===== src/rtl/frame_stream_source.sv =====
// Frame-buffer reader: walks the frame in raster order and streams RGB101010
// pixels out through a 2-entry skid buffer under valid/ready flow control.
module frame_stream_source #(
  parameter int H_PIXELS = 320,
  parameter int V_LINES  = 240,
  parameter int ADDR_W   = 17
) (
  input  logic              clk,
  input  logic              reset,
  input  logic              enable,
  output logic [ADDR_W-1:0] rd_address,
  input  logic [11:0]       rd_data,
  output logic [29:0]       out_data,
  output logic              out_valid,
  input  logic              out_ready,
  output logic              out_sop,
  output logic              out_eop,
  output logic              frame_done
);

  localparam int CW = (H_PIXELS > 1) ? $clog2(H_PIXELS) : 1;
  localparam int RW = (V_LINES > 1) ? $clog2(V_LINES) : 1;

  typedef struct packed {
    logic        sop;
    logic        eop;
    logic [11:0] rgb;
  } pix_t;

  logic [CW-1:0]     col_q, col_d;
  logic [RW-1:0]     row_q, row_d;
  logic [ADDR_W-1:0] addr_q, addr_d;
  logic              fl_q, fl_sop_q, fl_eop_q;
  pix_t              ent0_q, ent0_d;
  pix_t              ent1_q, ent1_d;
  logic [1:0]        cnt_q, cnt_d;
  logic              fd_q, fd_d;

  logic       pop, fetch, last_col, last_row;
  logic [1:0] after_pop;
  pix_t       new_pix;

  always_comb begin
    pop       = (cnt_q != 2'd0) && out_ready;
    after_pop = cnt_q - {1'b0, pop};
    // In-flight fetch counts as occupied so the buffer can never overflow.
    cnt_d     = after_pop + {1'b0, fl_q};
    fetch     = enable && (cnt_d < 2'd2);
    last_col  = (col_q == CW'(H_PIXELS - 1));
    last_row  = (row_q == RW'(V_LINES - 1));
    new_pix   = '{sop: fl_sop_q, eop: fl_eop_q, rgb: rd_data};

    col_d  = col_q;
    row_d  = row_q;
    addr_d = addr_q;
    if (fetch) begin
      if (last_col) begin
        col_d  = '0;
        row_d  = last_row ? '0 : row_q + 1'b1;
        addr_d = last_row ? '0 : addr_q + 1'b1;
      end else begin
        col_d  = col_q + 1'b1;
        addr_d = addr_q + 1'b1;
      end
    end

    ent0_d = ent0_q;
    ent1_d = ent1_q;
    if (pop) ent0_d = ent1_q;
    if (fl_q) begin
      if (after_pop == 2'd0) ent0_d = new_pix;
      else                   ent1_d = new_pix;
    end

    fd_d = pop && ent0_q.eop;
  end

  always_ff @(posedge clk) begin
    if (reset) begin
      col_q    <= '0;
      row_q    <= '0;
      addr_q   <= '0;
      fl_q     <= 1'b0;
      fl_sop_q <= 1'b0;
      fl_eop_q <= 1'b0;
      ent0_q   <= '0;
      ent1_q   <= '0;
      cnt_q    <= 2'd0;
      fd_q     <= 1'b0;
    end else begin
      col_q    <= col_d;
      row_q    <= row_d;
      addr_q   <= addr_d;
      fl_q     <= fetch;
      fl_sop_q <= (col_q == '0) && (row_q == '0);
      fl_eop_q <= last_col && last_row;
      ent0_q   <= ent0_d;
      ent1_q   <= ent1_d;
      cnt_q    <= cnt_d;
      fd_q     <= fd_d;
    end
  end

  assign rd_address = addr_q;
  assign out_valid  = (cnt_q != 2'd0);
  assign out_sop    = out_valid && ent0_q.sop;
  assign out_eop    = out_valid && ent0_q.eop;
  assign frame_done = fd_q;
  assign out_data   = out_valid ?
    {ent0_q.rgb[11:8], ent0_q.rgb[11:8], 2'b00,
     ent0_q.rgb[7:4],  ent0_q.rgb[7:4],  2'b00,
     ent0_q.rgb[3:0],  ent0_q.rgb[3:0],  2'b00} : 30'd0;

endmodule

===== config.mk =====
export PLATFORM = sky130hd
export DESIGN_NAME = frame_stream_source
export DESIGN_NICKNAME = d
export VERILOG_FILES = /design/src/rtl/frame_stream_source.sv
export SDC_FILE = /design/constraint.sdc
export NUM_CORES = 1
export LEC_CHECK = 0
export ABC_AREA = 1
export CAP_MARGIN = 10
export CORE_MARGIN = 2
export CORE_UTILIZATION = 55
export CTS_BUF_LIST = sky130_fd_sc_hd__clkbuf_4
export DETAILED_ROUTE_END_ITERATION = 6
export GPL_TIMING_DRIVEN = 0
export PLACE_DENSITY_LB_ADDON = 0.08
export SLEW_MARGIN = 5
export SYNTH_ARGS = -nofsm -noshare
export SYNTH_HDL_FRONTEND = slang
export SYNTH_SLANG_ARGS = --single-unit

===== constraint.sdc =====
create_clock -name clk -period 7.3 [get_ports clk]
set_clock_uncertainty 0.2 [all_clocks]
set_input_delay 1.825 -clock clk [delete_from_list [all_inputs] [get_ports clk]]
set_output_delay 1.825 -clock clk [all_outputs]
set_load 0.05 [all_outputs]

==> results.yml, run 1 <==
pwr:
  power_mw: 1.40
  p_leak_nw: 2.00
  vdd_drop_max_mv: 0.192
  power.density_nw_per_um2: 300
global_route:
  use_met1_pct: 30.2
  gr-total-overflow: 0
  grt_max_degree: 13
  grt_pass1_wl_um: 15000
  grt_use_met3_pct: 3.52
  grt_pass1_vias: 3439
  grtUsageTotal_pct: 24.6
  top_usage_layer: "met2"
  antenna_found_initial: 0
  use_met2_pct: 42.7
setup_path:
  end_kind: "output port"
  r2r-start: "cnt_q[1]"
  worstSetupPathType: "flip-flop to output port"
  cp_max_fo: 10
  required_ns: 5.28
  cp-start-kind: "flip-flop"
  r2r_setup_slack_ns: 4.51
  regToRegEndpoint: "col_q[4]"
  crit_arrival_ns: 2.46
  r2r_cells: 16
synthesis:
  synth-edff-count: 0
  synth_most_common_cell: "nand2_1"
  syn-instance-count: 578
  syn_area_um2: 3750
  synthArstFlopShare_pct: 0
  synth_common_cells: "147 x nand2_1, 112 x nor2_1, 68 x dfxtp_1"
  synth-main-ff-cell: "dfxtp_1"
  avgSynthCellArea_um2: 6.49
  synth-seq-cells: 68
  yosysTopAreaCell: "dfxtp_1"
  synth.distinct_cells: 35
  yosysSeqAreaShare_pct: 36.3
  ys_top_cells_by_area: "dfxtp_1 36%, nand2_1 15%, nor2_1 11%"
  yosysWarningCount: 0
  yosysTopAreaCellShare_pct: 36.3
drt:
  wl_per_cell_um: 12.1
  ant_nets: 0
  vias_per_cell: 5.05
  drc: 0
  routed_wl_um: 8900
  vias: 3728
  drtIter0Drc: 192
  dr.pass1.iters: 5
clock_tree:
  cts_resized: 0
  root_buffer: "clkbuf_4"
  cts_buffers: 9
  cts_tree: "built"
  cts_buffer_depth: 2
  post-cts-setup-buffers: 0
  htreeDepth: 3
  clk_latency_ns: 0.43
  holdBufCountCts: 0
  clock_sinks: 68
  clk_pin_slew_ns: 0.12
hold_path:
  min_path_type: "flip-flop to flip-flop"
  hp-start: "ent0_q[12]"
  hold_depth: 2
  hold_end: "frame_done"
timing:
  drv_slew: 0
  period_share_pct: 61.5
  tightest_slew_ns: 0.550
  slew-limit-headroom_pct: 63.3
  period_needed_ns: 4.49
  rsz0062_at_grt: "no"
  setup_viol: 0
  fmax_mhz: 223
  hold_viol: 0
  finalSetupTns_ns: 0
floorplan:
  die_area_um2: 7500
  ios: 67
  die_h_um: 86.6
  start_util_pct: 56.2
  rows: 30
  die_w_um: 86.6
  fp.coreArea_um2: 6680
placement:
  port_buffers: 59
  dp_hpwl_um: 6440
  gp_congestion: 0.907
final_layout:
  drive_gt1_share_pct: 11.7
  nets: 676
  diodes: 0
  nFillCells: 570
  register_area_um2: 1360
  multi_input_area_um2: 1880
  synthToLayoutAreaGrowth_pct: 24.5
job:
  drv_cap: 0
run_status:
  status: "finished clean"
## cell families after synthesis
kind of cell / share of synthesized area (%)
fa+ha+maj: 2.33
flops: 36.3
simple gates: 36.8
xor+xnor: 0.233
compound gates: 10.3
other cells: 0.0999
buf+inv: 14.0
## metrics by stage
stage	area, um^2	cells	setup slack [ns]	utilization [%]	hold WS (ns)
5_1_grt	4670	738	2.64	70.0	0.311
6_report	4670	738	2.81	70.0	0.275
4_1_cts	4670	738	2.77	70.0	0.279
3_3_place_gp	4460	722	2.82	66.8	0.257
3_5_place_dp	4460	722	2.79	66.8	0.261
2_1_floorplan	3770	583	3.25	-	0.239
## registers in the layout (all words and copies together), names as in the netlist, 2 cells and up
| signal | count |
|---|---|
| cnt_q | 2 |
| col_q | 9 |
| ent0_q | 14 |
| ent1_q | 14 |
| rd_address | 17 |
| row_q | 8 |
## area by class of cell
type | count | share of cell area, %
multi-input combinational | 405 | 40.3
sequential | 68 | 29.1
timing repair buffer | 59 | 12.6
inverter | 76 | 6.16
buffer | 34 | 5.11
clock inverter | 6 | 2.92
tap | 80 | 2.14
clock buffer | 10 | 1.61
## how the worst max path moves through the flow
stage / startpoint / end / slack (ns)
detailed placement: out_ready / rd_address[5] / 2.79
global placement: out_ready / rd_address[14] / 2.82
finish: cnt_q[1] / out_data[26] / 2.81
global route: cnt_q[1] / out_data[26] / 2.64
CTS: cnt_q[1] / out_data[26] / 2.77
floorplan: cnt_q[1] / out_data[17] / 3.25
## report_power, final
group          internal [mW]  switching, mW  leakage, nW
registers              0.440         0.0337        0.552
clock network          0.212          0.143        0.107
logic                  0.192          0.381         1.34
## routing by layer
| layer | vias to the layer above | part of all wire [%] |
|---|---|---|
| li1 | 1922 | - |
| met4 | 0 | 2.1 |
| met3 | 20 | 5.5 |
| met5 | - | 0 |
| met1 | 1650 | 43 |
| met2 | 136 | 49 |
## worst max-delay path: stages (launching register included)
cell	delay [ns]
dfxtp_1	0.38
inv_2	0.07
nand2_2	0.10
inv_1	0.09
clkbuf_1	0.24
nor2_1	0.23
buf_4	0.14
clkdlybuf4s50_1	0.78
## layout by cell type (no fill, tap or decap), types with 5 or more instances in the layout
cell             count
dfxtp_1             68
clkbuf_1             5
nor2_1             112
clkdlybuf4s50_1     59
clkbuf_4            10
nand4_1             10
inv_2                7
nor2_2               5
nor3_1               7
inv_1               67
conb_1               6
o21ai_0             42
nand2_1            147
a21oi_1             12
nand2_2              7
a31oi_1              6
nand3_1             22
buf_4               20
ha_1                 7
Power figures use the tool's default switching activity.
==> run 2, diff against run 1 <==
--- a/config.mk
+++ b/config.mk
@@ -8,7 +8,7 @@
 export ABC_AREA = 1
 export CAP_MARGIN = 10
 export CORE_MARGIN = 2
-export CORE_UTILIZATION = 55
+export CORE_UTILIZATION = 49
 export CTS_BUF_LIST = sky130_fd_sc_hd__clkbuf_4
 export DETAILED_ROUTE_END_ITERATION = 6
 export GPL_TIMING_DRIVEN = 0
==> constraint.sdc (replaced) <==
create_clock -name clk -period 3.82 [get_ports clk]
set_clock_uncertainty 0.2 [all_clocks]
set_input_delay 0.955 -clock clk [delete_from_list [all_inputs] [get_ports clk]]
set_output_delay 0.955 -clock clk [all_outputs]
set_load 0.05 [all_outputs]
==> results.yml, run 2 (synthesis gave the netlist of run 1 again) <==
floorplan:
  die_w_um: 91.5
  ios: 67
  die_h_um: 91.5
  rows: 31
  fp.coreArea_um2: 7330
  die_area_um2: 8380
  start_util_pct: 51.2
timing:
  period_share_pct: 94.8
  fmax_mhz: 276
  tightest_slew_ns: 0.575
  period_needed_ns: 3.62
  finalSetupTns_ns: 0
  hold_viol: 0
  rsz0062_at_grt: "no"
  worst_slack_ns: 0.198
  holdWs_ns: 0.290
  slew-limit-headroom_pct: 61.4
  setup_viol: 0
  drv_slew: 0
placement:
  gp_congestion: 0.945
  port_buffers: 59
  dp_hpwl_um: 6760
  place_inst: 741
  preCtsSetupSlack_ns: 0.0650
setup_path:
  worstPathCellList: "inv_2, nand2_2, inv_1, clkbuf_1, nor2_1, buf_4, clkdlybuf4s50_1"
  end_kind: "output port"
  crit_slowest_cell: "clkdlybuf4s50_1"
  cp-start-kind: "flip-flop"
  required_ns: 2.66
  worstSetupPathType: "flip-flop to output port"
  cp_max_fo: 10
  crit_arrival_ns: 2.47
  cp_slowest_stage_delay_ns: 0.79
global_route:
  grtUsageTotal_pct: 22.8
  grt_max_degree: 13
  grt_pass1_wl_um: 15500
  gr-total-overflow: 0
  antenna_found_initial: 0
  grt_pass1_vias: 3416
clock_tree:
  clock_sinks: 68
  cts_resized: 0
  cts_buffers: 9
  holdBufCountCts: 0
  clk_pin_slew_ns: 0.12
  cts_buffer_depth: 2
  clk_latency_ns: 0.41
  htreeDepth: 3
  post-cts-setup-buffers: 0
  root_buffer: "clkbuf_4"
  cts_tree: "built"
final_layout:
  nets: 676
  final_cell_mix: "147 x nand2_1, 112 x nor2_1, 68 x dfxtp_1, 67 x inv_1, 59 x clkdlybuf4s50_1"
  diodes: 0
  drive_gt1_share_pct: 11.6
  stdcell_count: 757
  synthToLayoutAreaGrowth_pct: 22.5
  final_core_util_pct: 62.7
  largest_reg_flops: 17
  final_common_cell: "nand2_1"
drt:
  dr.pass1.iters: 4
  ant_nets: 0
  vias: 3760
  wl_per_cell_um: 12.2
  routed_wl_um: 9200
  drtIter0Drc: 140
  vias_per_cell: 4.97
  drc: 0
pwr:
  power.density_nw_per_um2: 524
  p_leak_nw: 1.94
  vdd_drop_max_mv: 0.354
run_status:
  status: "finished clean"
job:
  drv_cap: 0
hold_path:
  min_path_type: "flip-flop to flip-flop"
==> run 2: critical path: cells and delay by family (launching register included) <==
kind	cells	cell delay [ns]
buffers and inverters	5	1.33
and+or+nand+nor	2	0.35
DFF	1	0.38
==> run 2: where the power goes <==
| group | internal [mW] | switching, mW | leakage [nW] |
|---|---|---|---|
| clock network | 0.129 | 0.278 | 0.0514 |
| logic | 0.365 | 0.732 | 1.34 |
| registers | 0.841 | 0.0670 | 0.552 |
==> run 2: routing by layer <==
metal | vias to the layer above | GRT usage (%) | share of wire [%]
met5 | - | 0 | 0
met4 | 0 | 9.60 | 1.6
met3 | 12 | 3.07 | 5.1
met2 | 114 | 38.1 | 47
met1 | 1707 | 29.3 | 47
li1 | 1927 | - | -
==> run 2: worst paths after layout <==
kind                    from            to  slack (ns)  cells past startpoint
setup / recovery    cnt_q[1]  out_data[26]        0.20                      7
hold / removal    ent1_q[12]    ent0_q[12]        0.29                      2
setup reg to reg    cnt_q[1]      row_q[0]        0.97                     16
hold reg to reg   ent1_q[12]    ent0_q[12]        0.29                      2
==> run 2: area by class of cell <==
cell class / count / area [um^2]
Fill cell: 691 / 2730
Multi-Input combinational cell: 405 / 1880
Sequential cell: 68 / 1360
Timing Repair Buffer: 59 / 591
Inverter: 76 / 288
Buffer: 34 / 239
Tap cell: 99 / 124
Clock buffer: 9 / 67.6
Clock inverter: 7 / 43.8
==> run 2: stage by stage <==
stage	instance area (um^2)	power (mW)
after floorplan	3770	1.72
after global placement	4490	2.00
after detailed placement	4490	2.02
after CTS	4600	2.42
after global routing	4600	2.56
final	4600	2.41
==> run 3, diff against run 2 <==
--- a/config.mk
+++ b/config.mk
@@ -7,8 +7,8 @@
 export LEC_CHECK = 0
 export ABC_AREA = 1
 export CAP_MARGIN = 10
-export CORE_MARGIN = 2
-export CORE_UTILIZATION = 49
+export CORE_MARGIN = 5
+export CORE_UTILIZATION = 43
 export CTS_BUF_LIST = sky130_fd_sc_hd__clkbuf_4
 export DETAILED_ROUTE_END_ITERATION = 6
 export GPL_TIMING_DRIVEN = 0
==> results.yml, run 3 (synthesis gave the netlist of run 1 again) <==
run_status:
  status: "finished clean"
placement:
  port_buffers: 59
  dp_hpwl_um: 6950
  place_inst: 750
  gp_congestion: 0.876
final_layout:
  drive_gt1_share_pct: 11.7
  synthToLayoutAreaGrowth_pct: 24.2
  nets: 676
  stdcell_count: 766
  largest_reg_flops: 17
  diodes: 0
  final_cell_mix: "147 x nand2_1, 112 x nor2_1, 68 x dfxtp_1, 67 x inv_1, 59 x clkdlybuf4s50_1"
  final_core_util_pct: 54.3
  final_common_cell: "nand2_1"
global_route:
  antenna_found_initial: 0
  grtUsageTotal_pct: 18.2
  grt_pass1_vias: 3319
  grt_pass1_wl_um: 15400
  grt_max_degree: 13
  gr-total-overflow: 0
drt:
  dr.pass1.iters: 5
  vias: 3647
  routed_wl_um: 9430
  drtIter0Drc: 190
  wl_per_cell_um: 12.3
  vias_per_cell: 4.76
  ant_nets: 0
  drc: 0
job:
  drv_cap: 0
timing:
  fmax_mhz: 277
  rsz0062_at_grt: "no"
  drv_slew: 0
  slew-limit-headroom_pct: 58.7
  finalSetupTns_ns: 0
  period_share_pct: 94.6
  setup_viol: 0
  tightest_slew_ns: 0.619
  hold_viol: 0
  period_needed_ns: 3.61
clock_tree:
  root_buffer: "clkbuf_4"
  post-cts-setup-buffers: 0
  cts_resized: 0
  htreeDepth: 3
  clk_pin_slew_ns: 0.12
  cts_buffer_depth: 2
  cts_tree: "built"
  cts_buffers: 9
  holdBufCountCts: 0
  clk_latency_ns: 0.41
  clock_sinks: 68
pwr:
  vdd_drop_max_mv: 0.290
  power.density_nw_per_um2: 547
  power_mw: 2.55
  p_leak_nw: 1.97
setup_path:
  r2r_setup_slack_ns: 1.03
  crit_end: "out_data[27]"
  end_kind: "output port"
  r2r-start: "cnt_q[1]"
  crit_arrival_ns: 2.46
  r2r_cells: 16
  cp_max_fo: 10
  required_ns: 2.66
  worstSetupPathType: "flip-flop to output port"
  startpoint: "cnt_q[1]"
  cp-start-kind: "flip-flop"
  regToRegEndpoint: "col_q[6]"
floorplan:
  rows: 34
  die_area_um2: 10700
  start_util_pct: 43.7
  fp.coreArea_um2: 8590
  die_h_um: 103
  ios: 67
  die_w_um: 103
hold_path:
  min_path_type: "flip-flop to flip-flop"
  hold_depth: 2
-- run 3: changes by cell type in the layout (fill, tap and decap cells not counted), sizes merged --
cell and delta:
bufinv +2, clkinvlp -2, clkbuf +1, clkinv -1
-- run 3: layer usage --
metal	vias up	track usage (%)	wire, um
li1	1918	-	-
met5	-	0	0
met3	8	2.88	528
met1	1631	23.1	4380
met4	0	6.97	90
met2	90	31.1	4430
-- run 3: worst min-delay path by stage --
stage	startpoint	to	slack [ns]
floorplan	ent0_q[12]	frame_done	0.24
global placement	ent1_q[3]	ent1_q[3]	0.26
detailed placement	ent0_q[12]	frame_done	0.27
CTS	ent1_q[3]	ent0_q[3]	0.29
global route	ent1_q[13]	ent0_q[13]	0.31
finish	ent1_q[13]	ent0_q[13]	0.29
-- run 3: final cells by class --
| type | instances | area, um^2 |
|---|---|---|
| Buffer | 34 | 239 |
| Fill cell | 892 | 3930 |
| Clock inverter | 6 | 88.8 |
| Clock buffer | 10 | 75.1 |
| Tap cell | 108 | 135 |
| Multi-Input combinational cell | 405 | 1880 |
| Sequential cell | 68 | 1360 |
| Timing Repair Buffer | 59 | 591 |
| Inverter | 76 | 288 |
-- run 3: power breakdown --
group,internal [mW],leakage [nW],switching [mW]
registers,0.841,0.552,0.0632
clock network,0.273,0.0826,0.277
logic,0.365,1.34,0.732
total,1.48,1.97,1.07
-- run 3: worst max-delay path: stages, from the launching register on --
cell             delay (ns)
dfxtp_1                0.35
inv_2                  0.09
nand2_2                0.08
inv_1                  0.13
clkbuf_1               0.41
nor2_1                 0.14
buf_4                  0.16
clkdlybuf4s50_1        0.69
-- run 3: per-stage QoR --
stage / worst slack, ns / area, um^2 / hold WS (ns)
2_1_floorplan: 0.642 / 3770 / 0.239
4_1_cts: 0.139 / 4660 / 0.292
3_5_place_dp: 0.133 / 4500 / 0.268
3_3_place_gp: 0.157 / 4500 / 0.264
6_report: 0.205 / 4660 / 0.289
5_1_grt: 0.0125 / 4660 / 0.314
